[config.mk]
export PLATFORM = sky130hd
export DESIGN_NAME = writeback_buffer
export DESIGN_NICKNAME = d
export VERILOG_FILES = /design/src/rtl/wb_pkg.sv /design/src/rtl/wb_match.sv /design/src/rtl/writeback_buffer.sv
export SDC_FILE = /design/constraint.sdc
export NUM_CORES = 1
export LEC_CHECK = 0
export BUFFER_PORTS_ARGS = -buffer_cell sky130_fd_sc_hd__buf_2
export CORE_MARGIN = 8
export CORE_UTILIZATION = 26
export CTS_BUF_LIST = sky130_fd_sc_hd__clkbuf_8
export DETAILED_ROUTE_END_ITERATION = 10
export GPL_ROUTABILITY_DRIVEN = 0
export HOLD_SLACK_MARGIN = 0.08
export PLACE_DENSITY = 0.46
export SLEW_MARGIN = 15
export SYNTH_ARGS = -nofsm -noshare
export SYNTH_HDL_FRONTEND = slang
export SYNTH_HIERARCHICAL = 1
export SYNTH_SLANG_ARGS = --single-unit
[constraint.sdc]
create_clock -name clk -period 15.9 [get_ports clk]
set_input_delay 1.59 -clock clk [delete_from_list [all_inputs] [get_ports clk]]
set_output_delay 1.59 -clock clk [all_outputs]
set_load 0.1 [all_outputs]
[src/rtl/wb_pkg.sv]
// Shared constants and entry type for the writeback buffer.
package wb_pkg;

  localparam int DEPTH      = 8;
  localparam int PTR_WIDTH  = 3;
  localparam int ADDR_WIDTH = 15;
  localparam int DATA_WIDTH = 16;

  // One buffered eviction: word address (bits [15:1]) and its data.
  typedef struct packed {
    logic [ADDR_WIDTH-1:0] addr;
    logic [DATA_WIDTH-1:0] data;
  } wb_entry_t;

endpackage

[src/rtl/wb_match.sv]
// Address CAM over the buffer entries. Scans from the youngest entry
// (tail-1) back to the head and reports the first masked match as a
// one-hot vector, so the caller always sees the most recent copy.
module wb_match #(
  parameter int DEPTH      = 8,
  parameter int PTR_WIDTH  = 3,
  parameter int ADDR_WIDTH = 15
) (
  input  logic [DEPTH-1:0][ADDR_WIDTH-1:0] addrs,
  input  logic [DEPTH-1:0]                 mask,
  input  logic [PTR_WIDTH-1:0]             head,
  input  logic [PTR_WIDTH-1:0]             tail,
  input  logic [ADDR_WIDTH-1:0]            lookup,
  output logic [DEPTH-1:0]                 match_vec,
  output logic                             hit
);

  logic [PTR_WIDTH-1:0] idx;
  logic                 found;
  logic                 past_head;

  // Youngest-first priority scan; stops once the head slot has been examined.
  always_comb begin
    match_vec = '0;
    idx       = '0;
    found     = 1'b0;
    past_head = 1'b0;
    for (int k = 0; k < DEPTH; k++) begin
      idx = tail - PTR_WIDTH'(k + 1);
      if (!found && !past_head && mask[idx] && (addrs[idx] == lookup)) begin
        match_vec[idx] = 1'b1;
        found          = 1'b1;
      end
      if (idx == head) begin
        past_head = 1'b1;
      end
    end
  end

  assign hit = found;

endmodule

[src/rtl/writeback_buffer.sv]
// Coalescing eviction buffer between the cache and the data-memory write
// port, with a registered snoop lookup so reads see not-yet-drained data.
//
// Write handshake: mem_wen is the valid, mem_wready the ready. A write
// transfers on a rising edge where both are high. While mem_wen is high and
// mem_wready low, mem_waddr/mem_wdata hold stable; mem_wen never drops
// without a transfer (except on reset). For this reason the head entry is
// never coalesced into.
module writeback_buffer #(
  parameter int DEPTH      = wb_pkg::DEPTH,
  parameter int PTR_WIDTH  = wb_pkg::PTR_WIDTH,
  parameter int ADDR_WIDTH = wb_pkg::ADDR_WIDTH,
  parameter int DATA_WIDTH = wb_pkg::DATA_WIDTH
) (
  input  logic                  clk,
  input  logic                  reset,
  input  logic                  store_en,
  input  logic [ADDR_WIDTH:1]   store_addr,
  input  logic [DATA_WIDTH-1:0] store_data,
  output logic                  full,
  output logic                  overflow,
  output logic [PTR_WIDTH:0]    count,
  output logic                  mem_wen,
  output logic [ADDR_WIDTH:1]   mem_waddr,
  output logic [DATA_WIDTH-1:0] mem_wdata,
  input  logic                  mem_wready,
  input  logic [ADDR_WIDTH:1]   snoop_addr,
  output logic                  snoop_hit,
  output logic [DATA_WIDTH-1:0] snoop_data
);

  import wb_pkg::*;

  localparam logic [PTR_WIDTH:0] DEPTH_C = (PTR_WIDTH + 1)'(DEPTH);

  wb_entry_t                       entries [DEPTH];
  logic [PTR_WIDTH-1:0]            head_q;
  logic [PTR_WIDTH-1:0]            tail_q;
  logic [PTR_WIDTH:0]              count_q;
  logic                            overflow_q;
  logic                            snoop_hit_q;
  logic [DATA_WIDTH-1:0]           snoop_data_q;

  logic [DEPTH-1:0][ADDR_WIDTH-1:0] entry_addrs;
  logic [DEPTH-1:0]                occupied;
  logic [DEPTH-1:0]                head_onehot;
  logic [DEPTH-1:0]                coalesce_mask;
  logic [DEPTH-1:0]                coalesce_vec;
  logic [DEPTH-1:0]                snoop_vec;
  logic                            coalesce_hit;
  logic                            snoop_cam_hit;
  logic [PTR_WIDTH-1:0]            off;
  logic [DATA_WIDTH-1:0]           snoop_cam_data;

  logic is_full;
  logic pop;
  logic coalesce;
  logic alloc;
  logic drop;
  logic store_snoop;

  // Occupancy: slot i is live when its distance from head is below count.
  always_comb begin
    entry_addrs = '0;
    occupied    = '0;
    head_onehot = '0;
    off         = '0;
    for (int i = 0; i < DEPTH; i++) begin
      entry_addrs[i] = entries[i].addr;
      off            = PTR_WIDTH'(i) - head_q;
      occupied[i]    = ({1'b0, off} < count_q);
    end
    head_onehot[head_q] = 1'b1;
  end

  assign coalesce_mask = occupied & ~head_onehot;

  wb_match #(
    .DEPTH      (DEPTH),
    .PTR_WIDTH  (PTR_WIDTH),
    .ADDR_WIDTH (ADDR_WIDTH)
  ) u_coalesce_match (
    .addrs     (entry_addrs),
    .mask      (coalesce_mask),
    .head      (head_q),
    .tail      (tail_q),
    .lookup    (store_addr),
    .match_vec (coalesce_vec),
    .hit       (coalesce_hit)
  );

  wb_match #(
    .DEPTH      (DEPTH),
    .PTR_WIDTH  (PTR_WIDTH),
    .ADDR_WIDTH (ADDR_WIDTH)
  ) u_snoop_match (
    .addrs     (entry_addrs),
    .mask      (occupied),
    .head      (head_q),
    .tail      (tail_q),
    .lookup    (snoop_addr),
    .match_vec (snoop_vec),
    .hit       (snoop_cam_hit)
  );

  assign is_full     = (count_q == DEPTH_C);
  assign pop         = mem_wen & mem_wready;
  assign coalesce    = store_en & coalesce_hit;
  assign alloc       = store_en & ~coalesce_hit & (~is_full | pop);
  assign drop        = store_en & ~coalesce_hit & is_full & ~pop;
  assign store_snoop = store_en & (store_addr == snoop_addr);

  // Select the data of the single (one-hot) snoop match.
  always_comb begin
    snoop_cam_data = '0;
    for (int i = 0; i < DEPTH; i++) begin
      if (snoop_vec[i]) begin
        snoop_cam_data = snoop_cam_data | entries[i].data;
      end
    end
  end

  // Pointer, occupancy count and sticky overflow flag.
  always_ff @(posedge clk or posedge reset) begin
    if (reset) begin
      head_q     <= '0;
      tail_q     <= '0;
      count_q    <= '0;
      overflow_q <= 1'b0;
    end else begin
      if (pop) begin
        head_q <= head_q + PTR_WIDTH'(1);
      end
      if (alloc) begin
        tail_q <= tail_q + PTR_WIDTH'(1);
      end
      case ({alloc, pop})
        2'b10:   count_q <= count_q + (PTR_WIDTH + 1)'(1);
        2'b01:   count_q <= count_q - (PTR_WIDTH + 1)'(1);
        default: count_q <= count_q;
      endcase
      if (drop) begin
        overflow_q <= 1'b1;
      end
    end
  end

  // Entry storage: allocate at tail, or overwrite data of a matching non-head entry.
  always_ff @(posedge clk or posedge reset) begin
    if (reset) begin
      for (int i = 0; i < DEPTH; i++) begin
        entries[i] <= '0;
      end
    end else begin
      for (int i = 0; i < DEPTH; i++) begin
        if (alloc && (tail_q == PTR_WIDTH'(i))) begin
          entries[i].addr <= store_addr;
          entries[i].data <= store_data;
        end else if (coalesce && coalesce_vec[i]) begin
          entries[i].data <= store_data;
        end
      end
    end
  end

  // Registered snoop result; a same-cycle store is younger than any entry.
  always_ff @(posedge clk or posedge reset) begin
    if (reset) begin
      snoop_hit_q  <= 1'b0;
      snoop_data_q <= '0;
    end else if (store_snoop) begin
      snoop_hit_q  <= 1'b1;
      snoop_data_q <= store_data;
    end else begin
      snoop_hit_q  <= snoop_cam_hit;
      snoop_data_q <= snoop_cam_data;
    end
  end

  assign count      = count_q;
  assign full       = is_full;
  assign overflow   = overflow_q;
  assign mem_wen    = (count_q != '0);
  assign mem_waddr  = entries[head_q].addr;
  assign mem_wdata  = entries[head_q].data;
  assign snoop_hit  = snoop_hit_q;
  assign snoop_data = snoop_data_q;

endmodule
# Yosys cells after proc, flatten, opt, wreduce, memory -nomap -nowiden
# Cells that the tools add are included.
[classes]
bitwise = 35
n_lt_le_gt_ge = 27
n_addsub = 19
n_reduce_logical = 101
eq_ne = 34
n_mux = 135
[op_table]
columns = ["cell", "count"]
rows = [
  ["2-to-1 mux 16 bit", 25],
  ["binary-select mux 15 bit (select 3 bit)", 8],
  ["equality test 15 bit", 17],
  ["2-to-1 mux 8 bit", 16],
  ["2-to-1 mux 15 bit", 8],
  ["OR 16 bit", 7],
  ["OR 8 bit", 14],
  ["binary-select mux 31 bit (select 3 bit)", 1],
  ["logical AND 1 bit", 69],
  ["2-to-1 mux 31 bit", 2],
  ["2-to-1 mux 1 bit", 49],
  ["binary-select mux 1 bit (select 3 bit)", 16],
  ["< comparator 3 x 4 -> 1 bit (second input constant)", 9],
  ["< comparator 3 x 4 -> 1 bit", 8],
  ["demux 1 bit (select 3 bit)", 9],
  ["greater-or-equal comparator 3 x 1 -> 1 bit (second input constant)", 9],
  ["equality test 3 bit", 7],
  ["logical NOT 1 bit", 21],
  ["nonzero test 2 bit", 9],
  ["equality test 3 bit (second input constant)", 4],
  ["subtractor 3 bit (first input constant)", 4],
  ["subtractor 3 bit (second input constant)", 4],
  ["AND 8 bit", 1],
  ["inverter 8 bit", 1],
  ["20 further kinds", 33],
]
[totals]
word_cells = 373
register_bits = 276
in_bits = 50

# Longest topological paths before layout
[depth]
depth_word = 57
mapped_depth = 30
ltp_nobuf = 25

# By module
# Netlist, hierarchy kept.
[modules_own_cells]
columns = ["mod", "area_per_inst_um2", "instances", "seq_area_each_um2", "cells_each"]
rows = [
  ["writeback_buffer", 14198.6, 1, 6906.6, 1033],
  ["wb_match at u_snoop_match", 10030.9, 1, 0.0, 931],
  ["wb_match at u_coalesce_match", 9535.4, 1, 0.0, 975],
]

# Least setup slack after synthesis
# OpenSTA, ideal clock, no wires.
[synth_timing]
path_type = "register to register"
start = "reg tail_q[0]"
end = "reg count_q[3], in the netlist count[3]"
stages_incl_launch_ff = 30
required_time_ns = 15.764
slack_ns = 9.207
t_arrival_ns = 6.557
path_buffers = 10
setup_ns = 0.136
path_cell_list = "dfrtp_1 buf_2 inv_2 buf_2 buf_1 buf_2 clkbuf_1 ha_1 buf_2 buf_2 buf_4 buf_2 mux4_2 xnor2_1 a211oi_1 a211oi_1 nand4_2 nand3_1 nor3_4 nand2_1 or3b_2 clkbuf_1 nand2b_1 nand3_1 inv_1 ha_1 a21o_1 a2111oi_0 a211o_1 o211ai_1"
[synth_via]
elab_chain_len = 46
elab_cells_between_ends = 112
cone_classes = "add/sub (7); eq/ne (17); mux (48); bitwise (3); reduce/logical (37)"
[synth_rtl]
columns = ["element", "line", "rtl"]
rows = [
  ["start: declaration", "writeback_buffer.sv:38", "logic [PTR_WIDTH-1:0] tail_q;"],
  ["start signal: assignment", "writeback_buffer.sv:135", "tail_q <= tail_q + PTR_WIDTH'(1);"],
  ["subtractor 3 x 1 -> 3 bit", "wb_match.sv:29", "idx = tail - PTR_WIDTH'(k + 1);"],
  ["binary-select mux 15 bit (select 3 bit)", "wb_match.sv:30", "if (!found && !past_head && mask[idx] && (addrs[idx] == lookup)) begin"],
  ["2-to-1 mux 15 bit (not written as such)", "wb_match.sv:30", ""],
  ["equality test 15 bit", "wb_match.sv:30", ""],
  ["logical AND 1 bit", "wb_match.sv:30", ""],
  ["2-to-1 mux 1 bit", "wb_match.sv:30", ""],
  ["logical NOT 1 bit", "wb_match.sv:30", ""],
  ["logical AND 1 bit (3 in series)", "wb_match.sv:30", ""],
  ["[26 not listed]", "-", ""],
  ["logical NOT 1 bit", "wb_match.sv:30", ""],
  ["logical AND 1 bit (3 in series)", "wb_match.sv:30", ""],
  ["2-to-1 mux 1 bit (*)", "wb_match.sv:30", ""],
  ["named net coalesce_hit", "writeback_buffer.sv:50", "logic coalesce_hit;"],
  ["inverter 1 bit (*)", "writeback_buffer.sv:109", "assign alloc = store_en & ~coalesce_hit & (~is_full | pop);"],
  ["AND 1 bit (*) (2 in series)", "writeback_buffer.sv:109", ""],
  ["equality test 2 x 1 -> 1 bit / equality test 2 bit (equally long branches)", "writeback_buffer.sv:137", "case ({alloc, pop})"],
  ["case mux 4 bit (2 select lines) / nonzero test 2 bit (equally long branches)", "-", ""],
  ["end signal: assignment", "writeback_buffer.sv:138", "2'b10: count_q <= count_q + (PTR_WIDTH + 1)'(1);"],
  ["end signal: assignment", "writeback_buffer.sv:139", "2'b01: count_q <= count_q - (PTR_WIDTH + 1)'(1);"],
  ["end signal: assignment", "writeback_buffer.sv:140", "default: count_q <= count_q;"],
  ["end: declaration", "writeback_buffer.sv:39", "logic [PTR_WIDTH:0] count_q;"],
]
# The timed path passes the listed nets; every way through them passes the cells marked *. The select of a mux whose other input is x is not followed.
# A chain may end at the register's enable or synchronous reset.

# Worst setup path after layout
[layout_timing]
start = "reg tail_q[0]"
end = "reg entries[118] in the netlist's numbering"
[layout_via]
elab_chain_len = 45
elab_cells_between_ends = 110
cone_classes = "add/sub (7); eq/ne (16); mux (47); bitwise (3); reduce/logical (37)"
[layout_rtl]
columns = ["element", "line", "rtl"]
rows = [
  ["subtractor 3 x 1 -> 3 bit", "wb_match.sv:29", ""],
  ["binary-select mux 15 bit (select 3 bit)", "wb_match.sv:30", ""],
  ["2-to-1 mux 15 bit (not written as such)", "wb_match.sv:30", ""],
  ["equality test 15 bit", "wb_match.sv:30", ""],
  ["logical AND 1 bit", "wb_match.sv:30", ""],
  ["2-to-1 mux 1 bit", "wb_match.sv:30", ""],
  ["logical NOT 1 bit", "wb_match.sv:30", ""],
  ["logical AND 1 bit (3 in series)", "wb_match.sv:30", ""],
  ["[25 not listed]", "-", ""],
  ["2-to-1 mux 1 bit", "wb_match.sv:30", ""],
  ["logical NOT 1 bit", "wb_match.sv:30", ""],
  ["logical AND 1 bit (3 in series)", "wb_match.sv:30", ""],
  ["2-to-1 mux 1 bit (*)", "wb_match.sv:30", ""],
  ["named net coalesce_hit", "writeback_buffer.sv:50", ""],
  ["inverter 1 bit (*)", "writeback_buffer.sv:109", ""],
  ["AND 1 bit (*) (2 in series)", "writeback_buffer.sv:109", ""],
  ["logical AND 1 bit (*)", "writeback_buffer.sv:156", "if (alloc && (tail_q == PTR_WIDTH'(i))) begin"],
  ["end: declaration", "writeback_buffer.sv:36", "wb_entry_t entries [DEPTH];"],
]
# Marks and branches as above.

==> impl_metrics.ini <==
[run_status]
status = finished clean

[sta]
rsz0062_at_grt = false
fin_skew_ns = 0.0749
fin_setup_tns_ns = 0
period_share_pct = 51.8
slew_violations = 0
tightest_slew_ns = 1.39
relSlewSlack_pct = 6.43
setup_viol = 0
layout_min_cycle_time_ns = 8.24
hold_violations = 0
clock.fmax_mhz = 121

[yosys]
yosysUniqueCellTypes = 108
synthesis.area_um2 = 33800
yosysWarnings = 6
synthTopCellsByArea = mux4_2, dfrtp_1, mux2i_1, xnor2_1, mux2_2
yosys_most_used_dff = dfrtp_1
avgSynthCellArea_um2 = 11.5
ys_seq_area_share_pct = 20.5
synth_top_area_cell = mux4_2
syn_nets = 3029
async_reset_ff_share_pct = 100
synth_top_area_share_pct = 27.1
syn_inst = 2939
synth-edff-count = 0
ys_seq_elements = 276

[clocking]
numCtsBuffers = 55
postCtsHoldBufs = 0
clk_pin_slew_worst_paths_ns = 0.06
cts_tree = yes
htreeDepth = 2
cts_root_buf = clkbuf_8
cts.sinks = 276
post_cts_buffers = 0
cts_resized = 0
clockBufferDepth = 3
insertion_delay_ns = 0.75

[detailed_routing]
drc_errors = 0
dr.pass1.iters = 6
wl_mm = 151
vias = 29100
ant_nets = 0
drt-vias-per-instance = 6.18
routedWlPerCell_um = 32.2
drt_iter0_markers = 4184

[run]
maxCapViolCount = 0

[floorplan]
rows = 132
initial_utilization_pct = 26.1
dieWidth_um = 376
pin_count = 105
die_area_um2 = 142000
die-height_um = 376
coreArea_um2 = 129000

[global_routing]
overflow = 0
grt_max_degree = 107
grt_first_pass_wirelength_mm = 216
grt_usage_pct = 20.5
antenna_found_initial = 11
grt_pass1_vias = 28000

[hold_path]
whs_path_depth = 1
hold_start = overflow
worstHoldEndpoint = overflow
min_path_type = register to register

[cells_and_area]
layout_common_cells = mux4_2, dfrtp_1, mux2i_1, xnor2_1, nand2_1
drive_gt1_share_pct = 32.9
fillCellCount = 13500
nets = 3000
final_common_cell = mux4_2
syn2layout_area_growth_pct = 9.03

[setup_path]
ff2ff_setup_slack_ns = 7.66
r2r_start = tail_q[0]
critPathLaunchType = register
crit_path_start = tail_q[0]
cp-end-kind = register
crit_required_ns = 16.49
r2r.worst_path.cells = 17
critPathMaxFanout = 68
crit_type = register to register
r2r-end = entries[118]
worstPathArrival_ns = 8.84

[placement]
port_buffers = 104
hpwl_mm = 102
==> per-stage QoR <==
step | setup WS, ns | util, % | hold slack [ns] | instances | area (um^2)
2_1_floorplan | 6.70 | - | 0.482 | 2939 | 33800
3_3_place_gp | 8.00 | 27.6 | 0.452 | 4595 | 35600
3_5_place_dp | 7.87 | 27.6 | 0.459 | 4595 | 35600
4_1_cts | 7.84 | 28.5 | 0.470 | 4693 | 36800
5_1_grt | 7.23 | 28.5 | 0.492 | 4699 | 36800
6_report | 7.66 | 28.5 | 0.462 | 4703 | 36800
==> state kept, by name, summed over array words and instances, names as in the netlist <==
register / flops
count: 4
entries: 248
head_q: 3
overflow: 1
snoop_data: 16
snoop_hit: 1
tail_q: 3
==> critical path, cell delays in order, from the launching register on <==
cell       delay (ns)
dfrtp_4          0.87
clkinv_2         0.49
ha_4             0.82
buf_4            0.84
xor2_1           0.35
mux2_2           0.41
xnor2_1          0.25
a221o_1          0.19
o21ai_0          0.09
nand4bb_1        0.52
nand3_1          0.22
nor3_4           0.33
nand2_1          0.13
or3b_2           0.71
a2111oi_2        0.35
and2_1           0.68
buf_4            0.43
mux2_2           0.38
==> layer usage <==
layer  GRT usage (%)  part of all wire, %
met5               0               0.0079
met4            9.82                  5.6
met3            4.62                   10
met2            31.5                   45
met1            27.2                   40
==> synth_stat cells, drive strengths merged, types with 6 or more instances <==
master   number
mux4        420
mux2        316
dfrtp       276
xnor2       230
mux2i       228
nand2       218
buf         203
a22oi        84
clkbuf       77
nor2         69
nand3        66
xor2         64
nand4        59
inv          53
o21ai        53
nor3         47
ha           39
a21oi        36
o22ai        34
a221oi       33
nor4         31
and2         29
nand2b       22
nor2b        21
a31oi        18
a211oi       13
o221ai       13
nor3b        12
a2111oi      11
o2111ai       9
or2           9
or3           9
a21o          8
a2bb2oi       8
or4           8
and3          7
o21a          7
a211o         6
a221o         6
clkinv        6
nand3b        6
o211ai        6
==> area by class of cell <==
| type | instances | area (um^2) | area share (%) |
|---|---|---|---|
| sequential | 276 | 6930 | 18.8 |
| clock buffer | 68 | 936 | 2.54 |
| inverter | 59 | 231 | 0.629 |
| timing repair buffer | 194 | 1220 | 3.32 |
| tap | 1742 | 2180 | 5.92 |
| clock inverter | 30 | 230 | 0.625 |
| multi-input combinational | 2324 | 25100 | 68.1 |
| antenna | 10 | 25.0 | 0.0680 |
==> logic make-up (layout without fill, tap and decap cells) <==
logic type / count (synthesis) / after routing / share of synthesized area [%]
multiplexers: 964 / 964 / 45.7
AND/OR/NAND/NOR: 630 / 630 / 9.86
AO/OA/AOI/OAI: 396 / 396 / 8.99
buffers and inverters: 339 / 351 / 5.80
XOR/XNOR: 294 / 294 / 7.72
flip-flops: 276 / 276 / 20.5
adder cells (fa/ha/maj): 40 / 40 / 1.50
other: 0 / 10 / 0
==> worst max path at each step <==
stage                        end  slack [ns]  depth (start not counted)
global placement        count[3]        8.00                         23
detailed placement  entries[118]        7.87                         17
floorplan               count[0]        6.70                          1
global route        entries[118]        7.23                         17
finish              entries[118]        7.66                         17
CTS                 entries[118]        7.84                         17
Power is left out: the tool's default activity adds up to more than one toggle a clock period on the data nets, which glitch-free logic cannot reach.
